**src/rtl/fetch_stage_if.sv**
```systemverilog
// Signal bundle joining the fetch stage to execute (redirect), instruction
// memory (request/response) and decode (instruction hand-off).
interface fetch_stage_if #(
   parameter int unsigned XLEN = 32
);
   // Redirect from execute
   logic            i_b_taken;
   logic [XLEN-1:0] i_b_pc;
   // Instruction memory request / response
   logic            imem_req_valid_out;
   logic [XLEN-1:0] imem_req_addr_out;
   logic            i_imem_req_ready;
   logic            i_imem_rsp_valid;
   logic [31:0]     i_imem_rsp_data;
   // Decode hand-off
   logic            instr_valid_out;
   logic [31:0]     instr_out;
   logic [XLEN-1:0] pc_out;
   logic            i_instr_ready;

   // Fetch stage side
   modport master (
      input  i_b_taken, i_b_pc,
      output imem_req_valid_out, imem_req_addr_out,
      input  i_imem_req_ready, i_imem_rsp_valid, i_imem_rsp_data,
      output instr_valid_out, instr_out, pc_out,
      input  i_instr_ready
   );

   // Environment side (execute, memory, decode)
   modport slave (
      output i_b_taken, i_b_pc,
      input  imem_req_valid_out, imem_req_addr_out,
      output i_imem_req_ready, i_imem_rsp_valid, i_imem_rsp_data,
      input  instr_valid_out, instr_out, pc_out,
      output i_instr_ready
   );
endinterface

```
**src/rtl/fetch_stage.sv**
```systemverilog
// Instruction-fetch stage: owns the fetch PC, issues pipelined requests to a
// variable-latency instruction memory, and buffers in-order responses with
// their PCs in a small fetch queue feeding decode. A taken branch flushes the
// queue and counts still-in-flight responses so they are discarded on return.
module fetch_stage #(
   parameter int unsigned     XLEN     = 32,
   parameter logic [XLEN-1:0] RESET_PC = '0,
   parameter int unsigned     FQ_DEPTH = 4
) (
   input logic           i_clk,
   input logic           i_rst_n,
   fetch_stage_if.master bus
);
   localparam int unsigned    IDX_W   = $clog2(FQ_DEPTH);
   localparam int unsigned    PTR_W   = IDX_W + 1;
   localparam logic [PTR_W:0] DEPTH_C = (PTR_W + 1)'(FQ_DEPTH);

   logic [XLEN-1:0]     fetch_pc;
   logic [XLEN-1:0]     slot_pc    [FQ_DEPTH];
   logic [31:0]         slot_instr [FQ_DEPTH];
   logic [FQ_DEPTH-1:0] slot_filled;
   logic [PTR_W-1:0]    alloc_ptr, fill_ptr, head_ptr;
   logic [PTR_W-1:0]    drop_cnt;

   logic [IDX_W-1:0]    alloc_idx, fill_idx, head_idx;
   logic [PTR_W-1:0]    occupancy, unfilled, outstanding, redirect_drop;
   logic [PTR_W:0]      credits_used;
   logic                req_valid, req_fire, head_valid, pop;
   logic                rsp_live, rsp_drop, rsp_fill;
   logic                unused_pc_lsbs;

   assign alloc_idx      = alloc_ptr[IDX_W-1:0];
   assign fill_idx       = fill_ptr[IDX_W-1:0];
   assign head_idx       = head_ptr[IDX_W-1:0];
   // Redirect targets are word aligned; the two low bits are dropped.
   assign unused_pc_lsbs = ^bus.i_b_pc[1:0];

   // Queue bookkeeping and the handshake/response qualifiers for this cycle.
   always_comb begin
      occupancy    = alloc_ptr - head_ptr;
      unfilled     = alloc_ptr - fill_ptr;
      outstanding  = unfilled + drop_cnt;
      credits_used = {1'b0, occupancy} + {1'b0, drop_cnt};
      req_valid    = i_rst_n & ~bus.i_b_taken & (credits_used < DEPTH_C);
      req_fire     = req_valid & bus.i_imem_req_ready;
      head_valid   = slot_filled[head_idx] & (occupancy != '0) & ~bus.i_b_taken;
      pop          = head_valid & bus.i_instr_ready;
      rsp_live     = bus.i_imem_rsp_valid & ~bus.i_b_taken;
      rsp_drop     = rsp_live & (drop_cnt != '0);
      // A response with nothing outstanding is a memory protocol error; ignore it.
      rsp_fill     = rsp_live & (drop_cnt == '0) & (unfilled != '0);
      // Every in-flight response becomes stale; one arriving now is consumed here.
      redirect_drop = (bus.i_imem_rsp_valid && outstanding != '0) ?
                      outstanding - PTR_W'(1) : outstanding;
   end

   // Drive the memory request and the decode-side head view.
   always_comb begin
      // NOTE: defaults first so no path leaves an output unassigned, which would infer a latch.
      bus.instr_valid_out    = 1'b0;
      bus.instr_out          = '0;
      bus.pc_out             = '0;
      bus.imem_req_valid_out = req_valid;
      bus.imem_req_addr_out  = fetch_pc;
      if (head_valid) begin
         bus.instr_valid_out = 1'b1;
         bus.instr_out       = slot_instr[head_idx];
         bus.pc_out          = slot_pc[head_idx];
      end
   end

   // Fetch PC, queue pointers and stale-response counter; redirect wins over all.
   always_ff @(posedge i_clk or negedge i_rst_n) begin
      // NOTE: sequential state uses non-blocking assignments so every register sees pre-edge values.
      if (!i_rst_n) begin
         fetch_pc  <= RESET_PC;
         alloc_ptr <= '0;
         fill_ptr  <= '0;
         head_ptr  <= '0;
         drop_cnt  <= '0;
      end else if (bus.i_b_taken) begin
         fetch_pc  <= {bus.i_b_pc[XLEN-1:2], 2'b00};
         alloc_ptr <= '0;
         fill_ptr  <= '0;
         head_ptr  <= '0;
         drop_cnt  <= redirect_drop;
      end else begin
         if (req_fire) begin
            alloc_ptr <= alloc_ptr + PTR_W'(1);
            fetch_pc  <= fetch_pc + XLEN'(4);
         end
         if (rsp_drop) drop_cnt <= drop_cnt - PTR_W'(1);
         if (rsp_fill) fill_ptr <= fill_ptr + PTR_W'(1);
         if (pop)      head_ptr <= head_ptr + PTR_W'(1);
      end
   end

   // Per-slot filled flags: cleared on allocation, set when the response lands.
   always_ff @(posedge i_clk or negedge i_rst_n) begin
      if (!i_rst_n) begin
         slot_filled <= '0;
      end else if (bus.i_b_taken) begin
         slot_filled <= '0;
      end else begin
         if (req_fire) slot_filled[alloc_idx] <= 1'b0;
         if (rsp_fill) slot_filled[fill_idx]  <= 1'b1;
      end
   end

   // Slot payload storage.
   // NOTE: the PC/instruction arrays are not reset; the filled flags and pointers guard every read.
   always_ff @(posedge i_clk) begin
      if (req_fire) slot_pc[alloc_idx]   <= fetch_pc;
      if (rsp_fill) slot_instr[fill_idx] <= bus.i_imem_rsp_data;
   end
endmodule

```
**src/flat_wrapper.sv**
```systemverilog
// flat-port wrapper written by rule: the top's interface ports become plain ports
module fetch_stage_flat 
#(
   parameter int unsigned     XLEN     = 32,
   parameter logic [XLEN-1:0] RESET_PC = '0,
   parameter int unsigned     FQ_DEPTH = 4
)
  (i_clk, i_rst_n, bus_i_b_taken, bus_i_b_pc, bus_imem_req_valid_out, bus_imem_req_addr_out, bus_i_imem_req_ready, bus_i_imem_rsp_valid, bus_i_imem_rsp_data, bus_instr_valid_out, bus_instr_out, bus_pc_out, bus_i_instr_ready);
  fetch_stage_if #(.XLEN(XLEN)) bus_i ();
  input logic i_clk;
  input logic i_rst_n;
  input wire logic [$bits(bus_i.i_b_taken)-1:0] bus_i_b_taken;
  input wire logic [$bits(bus_i.i_b_pc)-1:0] bus_i_b_pc;
  output wire logic [$bits(bus_i.imem_req_valid_out)-1:0] bus_imem_req_valid_out;
  output wire logic [$bits(bus_i.imem_req_addr_out)-1:0] bus_imem_req_addr_out;
  input wire logic [$bits(bus_i.i_imem_req_ready)-1:0] bus_i_imem_req_ready;
  input wire logic [$bits(bus_i.i_imem_rsp_valid)-1:0] bus_i_imem_rsp_valid;
  input wire logic [$bits(bus_i.i_imem_rsp_data)-1:0] bus_i_imem_rsp_data;
  output wire logic [$bits(bus_i.instr_valid_out)-1:0] bus_instr_valid_out;
  output wire logic [$bits(bus_i.instr_out)-1:0] bus_instr_out;
  output wire logic [$bits(bus_i.pc_out)-1:0] bus_pc_out;
  input wire logic [$bits(bus_i.i_instr_ready)-1:0] bus_i_instr_ready;
  assign bus_i.i_b_taken = bus_i_b_taken;
  assign bus_i.i_b_pc = bus_i_b_pc;
  assign bus_imem_req_valid_out = bus_i.imem_req_valid_out;
  assign bus_imem_req_addr_out = bus_i.imem_req_addr_out;
  assign bus_i.i_imem_req_ready = bus_i_imem_req_ready;
  assign bus_i.i_imem_rsp_valid = bus_i_imem_rsp_valid;
  assign bus_i.i_imem_rsp_data = bus_i_imem_rsp_data;
  assign bus_instr_valid_out = bus_i.instr_valid_out;
  assign bus_instr_out = bus_i.instr_out;
  assign bus_pc_out = bus_i.pc_out;
  assign bus_i.i_instr_ready = bus_i_instr_ready;
  fetch_stage #(.XLEN(XLEN), .RESET_PC(RESET_PC), .FQ_DEPTH(FQ_DEPTH)) u_core (.i_clk(i_clk), .i_rst_n(i_rst_n), .bus(bus_i));
endmodule
```
**config.mk**
```make
export PLATFORM = sky130hd
export DESIGN_NAME = fetch_stage_flat
export DESIGN_NICKNAME = d
export VERILOG_FILES = /design/src/rtl/fetch_stage_if.sv /design/src/rtl/fetch_stage.sv /design/src/flat_wrapper.sv
export SDC_FILE = /design/constraint.sdc
export NUM_CORES = 1
export LEC_CHECK = 0
export ABC_AREA = 1
export BUFFER_PORTS_ARGS = -buffer_cell sky130_fd_sc_hd__clkbuf_2
export CELL_PAD_IN_SITES_DETAIL_PLACEMENT = 1
export CELL_PAD_IN_SITES_GLOBAL_PLACEMENT = 1
export CORE_UTILIZATION = 41
export CTS_CLUSTER_DIAMETER = 100
export DETAILED_ROUTE_END_ITERATION = 10
export HOLD_SLACK_MARGIN = 0.05
export MAX_ROUTING_LAYER = met4
export PLACE_DENSITY = 0.82
export SYNTH_ARGS = -nofsm -noshare
export SYNTH_HDL_FRONTEND = slang
export SYNTH_SLANG_ARGS = --single-unit
export TNS_END_PERCENT = 50
```
**constraint.sdc**
```tcl
create_clock -name i_clk -period 3.31 [get_ports i_clk]
set_clock_uncertainty 0.2 [all_clocks]
set_input_delay 0.1655 -clock i_clk [delete_from_list [all_inputs] [get_ports i_clk]]
set_output_delay 0.1655 -clock i_clk [all_outputs]
set_load 0.01 [all_outputs]
```
==> flow_metrics.env <==
export IMPL_place_area_mm2=0.01486
export IMPL_path_cells="buf_16, inv_4, nand2_1, nand3_1, a21oi_4, nand2_8, buf_12, a21oi_2, clkbuf_2"
export IMPL_antenna_found_initial=0
export IMPL_detail_route_wl_per_cell_um=18.81
export IMPL_utilization=0.5148
export IMPL_grtUsageTotal=0.2277
export IMPL_drtAntennaViolNets=0
export IMPL_outcome="finished, final reports clean"
export IMPL_hold_viol=0
export IMPL_cpPeakStageDelay_ns=0.45
export IMPL_grt_max_degree=101
export IMPL_synthTopCellsByArea="edfxtp_1 (55%), dfrtp_1 (8.5%), nor2_1 (8.5%)"
export IMPL_layout_drive_gt1_share=0.2098
export IMPL_crit_fanout=77
export IMPL_synth_edf_count=248
export IMPL_sequentialPowerShare=0.512
export IMPL_die_area_mm2=0.03362
export IMPL_rows=66
export IMPL_fp_dieH_um=183.4
export IMPL_grt_overflow_total=0
export IMPL_cts_sinks=294
export IMPL_cts_buffers=31
export IMPL_p_leak_nw=6.617
export IMPL_finalWeightedCongestion=0.8359
export IMPL_slew_viol_final=0
export IMPL_min_period_ns=3.192
export IMPL_grt_first_pass_wirelength_um=57680
export IMPL_tightest_slew_ns=0.7041
export IMPL_maxCapViolCount=0
export IMPL_cp_arrival_ns=2.83
export IMPL_synth_top_area_cell="edfxtp_1"
export IMPL_h_tree_depth=1
export IMPL_avgSynthCellArea_um2=10.37
export IMPL_p_sw_mw=2.123
export IMPL_die_w_um=183.4
export IMPL_dpl_hpwl_um=22970
export IMPL_max_freq_mhz=313.3
export IMPL_clk_latency_ns=0.55
export IMPL_grt_pass1_vias=10860
export IMPL_crit_path_start_kind="register"
export IMPL_crit_type="register to output pin"
export IMPL_pwr_share_clk=0.393
export IMPL_synthesis_area_mm2=0.01348
export IMPL_io_pins=168
export IMPL_cts_tree="done"
export IMPL_wirelength_um=37550
export IMPL_maxSlewHeadroom=0.5270
export IMPL_synth_ff_type="edfxtp_1"
export IMPL_end_kind="output pin"
export IMPL_ys_seq_area_frac=0.6377
export IMPL_insertedDiodeCount=0
export IMPL_coreArea_mm2=0.03245
export IMPL_cts_root_buf="clkbuf_16"
export IMPL_powerDensity_mw_per_mm2=513.5
export IMPL_first_iter_violations=684
export IMPL_stdcell_area_mm2=0.01671
export IMPL_fin_setup_tns_ns=0
export IMPL_hold_path_class="primary input to register"
export IMPL_multi_input_area_mm2=0.004329
export IMPL_regArea_mm2=0.008605
export IMPL_period_share=0.9642
export IMPL_drt_first_pass_iters=4
export IMPL_vias=10300
export IMPL_area_growth_pct=23.91
export IMPL_async_reset_ff_frac=0.1565
export IMPL_crit_family="buffers and inverters"
export IMPL_nets=1622
export IMPL_initial_core_util=0.4155
export IMPL_fillCellCount=3573
export IMPL_port_buffers=161
export IMPL_routed_via_density=5.161
export IMPL_p_sw_frac=0.2475
export IMPL_setup_violations=0
export IMPL_drc=0
export IMPL_peakVddDrop_uv=387.1
export IMPL_cts_max_path_buffers=3
export IMPL_synth_cells=1300
export IMPL_critPathBufInv=4
export IMPL_p_int_mw=6.456
export IMPL_synthDistinctLibCells=38
export IMPL_clk_pin_slew_ns=0.06
export IMPL_required_ns=2.94
export IMPL_synth_seq_cells=294
export IMPL_crit_slowest_cell="dfrtp_4"
export IMPL_yosysWarnings=0
export IMPL_power_frac_comb=0.095
export IMPL_yosys_area_top_type_share=0.5523
==> sequential cells by signal, summed over array words and instances, names as in the netlist <==
name,flops
u_core.alloc_ptr,3
u_core.slot_pc,120
u_core.bus.imem_req_addr_out,30
u_core.head_ptr,3
u_core.drop_cnt,3
u_core.slot_filled,4
u_core.slot_instr,128
u_core.fill_ptr,3
==> area by class of cell <==
| class | instances | area share |
|---|---|---|
| clock inverters | 24 | 0.01206 |
| repair buffers | 259 | 0.1160 |
| inverters | 78 | 0.01790 |
| well taps | 442 | 0.03310 |
| clock buffers | 33 | 0.04688 |
| flip-flops and latches | 294 | 0.5150 |
| multi-input cells | 866 | 0.2591 |
==> layout by cell type, fill, tap and decap left out, types with 6 or more instances in the layout <==
master,n
nand3_1,61
nand2_1,214
a21oi_2,57
ha_1,19
dlygate4sd3_1,68
xnor2_1,10
xor2_1,8
inv_2,6
clkbuf_2,160
nor2_1,305
inv_1,69
buf_4,11
nand3b_1,10
edfxtp_1,248
o21ai_0,128
a21oi_1,9
buf_12,12
o21ai_1,7
clkbuf_16,33
dfrtp_1,43
clkinv_1,11
==> synth_stat cells, types with 2 or more instances <==
cell	n
nand2_1	217
nand3_1	64
buf_1	13
a21oi_1	9
nor2_1	305
buf_2	16
o21ai_0	130
a21oi_2	59
fa_1	3
o211ai_1	2
inv_1	70
edfxtp_1	248
ha_1	19
inv_2	6
nor2_2	2
buf_4	5
clkbuf_1	23
nand4_1	4
nand2_4	3
o21ai_1	5
or2_2	2
buf_6	8
xor2_1	9
dfrtp_1	46
xnor2_1	10
nand3b_1	10
==> power groups by stage <==
stage	Clock (mW)	Combinational, mW	Sequential, mW
6_report	3.37	0.815	4.39
5_1_grt	3.55	0.926	4.41
4_1_cts	3.42	0.792	4.39
3_5_place_dp	0	0.714	4.46
3_3_place_gp	0	0.672	4.45
2_1_floorplan	0	0.433	4.39
==> logic make-up (layout without fill, tap and decap cells) <==
kind of cell             after synthesis  after routing  synth area share
other                                  1              4         0.0002781
AND/OR/NAND/NOR                      611            611            0.1843
buffers and inverters                143            394           0.04723
XOR/XNOR                              19             19           0.01234
flip-flops                           294            294            0.6377
AO/OA/AOI/OAI                        210            210           0.09613
adder cells (fa/ha/maj)               22             22           0.02208
==> worst paths after layout <==
path                                            startpoint                                            to  slack (ns)  cells after the start
min reg2reg                u_core.slot_filled[2]$_DFF_PN0_               u_core.slot_filled[2]$_DFF_PN0_        0.33                      2
max                         u_core.head_ptr[0]$_DFFE_PN0P_                                bus_pc_out[11]        0.12                      9
max in group asynchronous                          i_rst_n                u_core.head_ptr[0]$_DFFE_PN0P_        2.18                      3
max reg2reg                u_core.alloc_ptr[0]$_DFFE_PN0P_               u_core.slot_pc[1][31]$_DFFE_PP_        0.15                     17
min in group asynchronous                          i_rst_n  u_core.bus.imem_req_addr_out[24]$_DFFE_PN0P_        0.21                      3
min                                          bus_i_b_pc[8]   u_core.bus.imem_req_addr_out[8]$_DFFE_PN0P_        0.17                      4
==> routing by layer <==
layer | wire [µm] | global-route usage | part of all wire | vias up
li1 | - | - | - | 4834
met1 | 15970 | 0.2777 | 0.43 | 5173
met2 | 19180 | 0.4006 | 0.51 | 238
met3 | 1572 | 0.02820 | 0.042 | 57
met4 | 817 | 0.05667 | 0.022 | 0
met5 | 0 | - | 0 | -
==> stage by stage <==
step           power [mW]  setup WS, ns  hold slack (ns)  std cells
4_1_cts             8.597      -0.04757           0.1507       1992
3_5_place_dp        5.176       0.03532           0.1881       1867
5_1_grt             8.890      -0.04265           0.1728       1996
2_1_floorplan       4.826       0.04556          -0.3301       1303
3_3_place_gp        5.120        0.1289           0.1764       1867
6_report            8.580        0.1184           0.1727       1996
==> what timing repair did <==
item                                   in CTS  in global routing
resized for setup                          10                 23
pin swaps                                   0                  4
setup buffers                               0                  2
setup endpoints to repair                  64                202
endpoints found under the hold margin     220                  0
gates cloned                                0                  2
hold buffers                               68                  0
==> worst reg2reg max path: stages (launching register included) <==
cell and delay (ns):
dfrtp_1 0.40, inv_2 0.08, buf_6 0.11, ha_1 0.14, inv_1 0.05, fa_2 0.34
nand2_1 0.11, nand2_1 0.07, nand2_2 0.10, nand2_2 0.07, ha_1 0.27, nor2_1 0.08
nand2_1 0.09, nor2_4 0.12, buf_4 0.13, nand3_1 0.12, inv_1 0.19, buf_12 0.19
(Power assumes the default switching activity.)
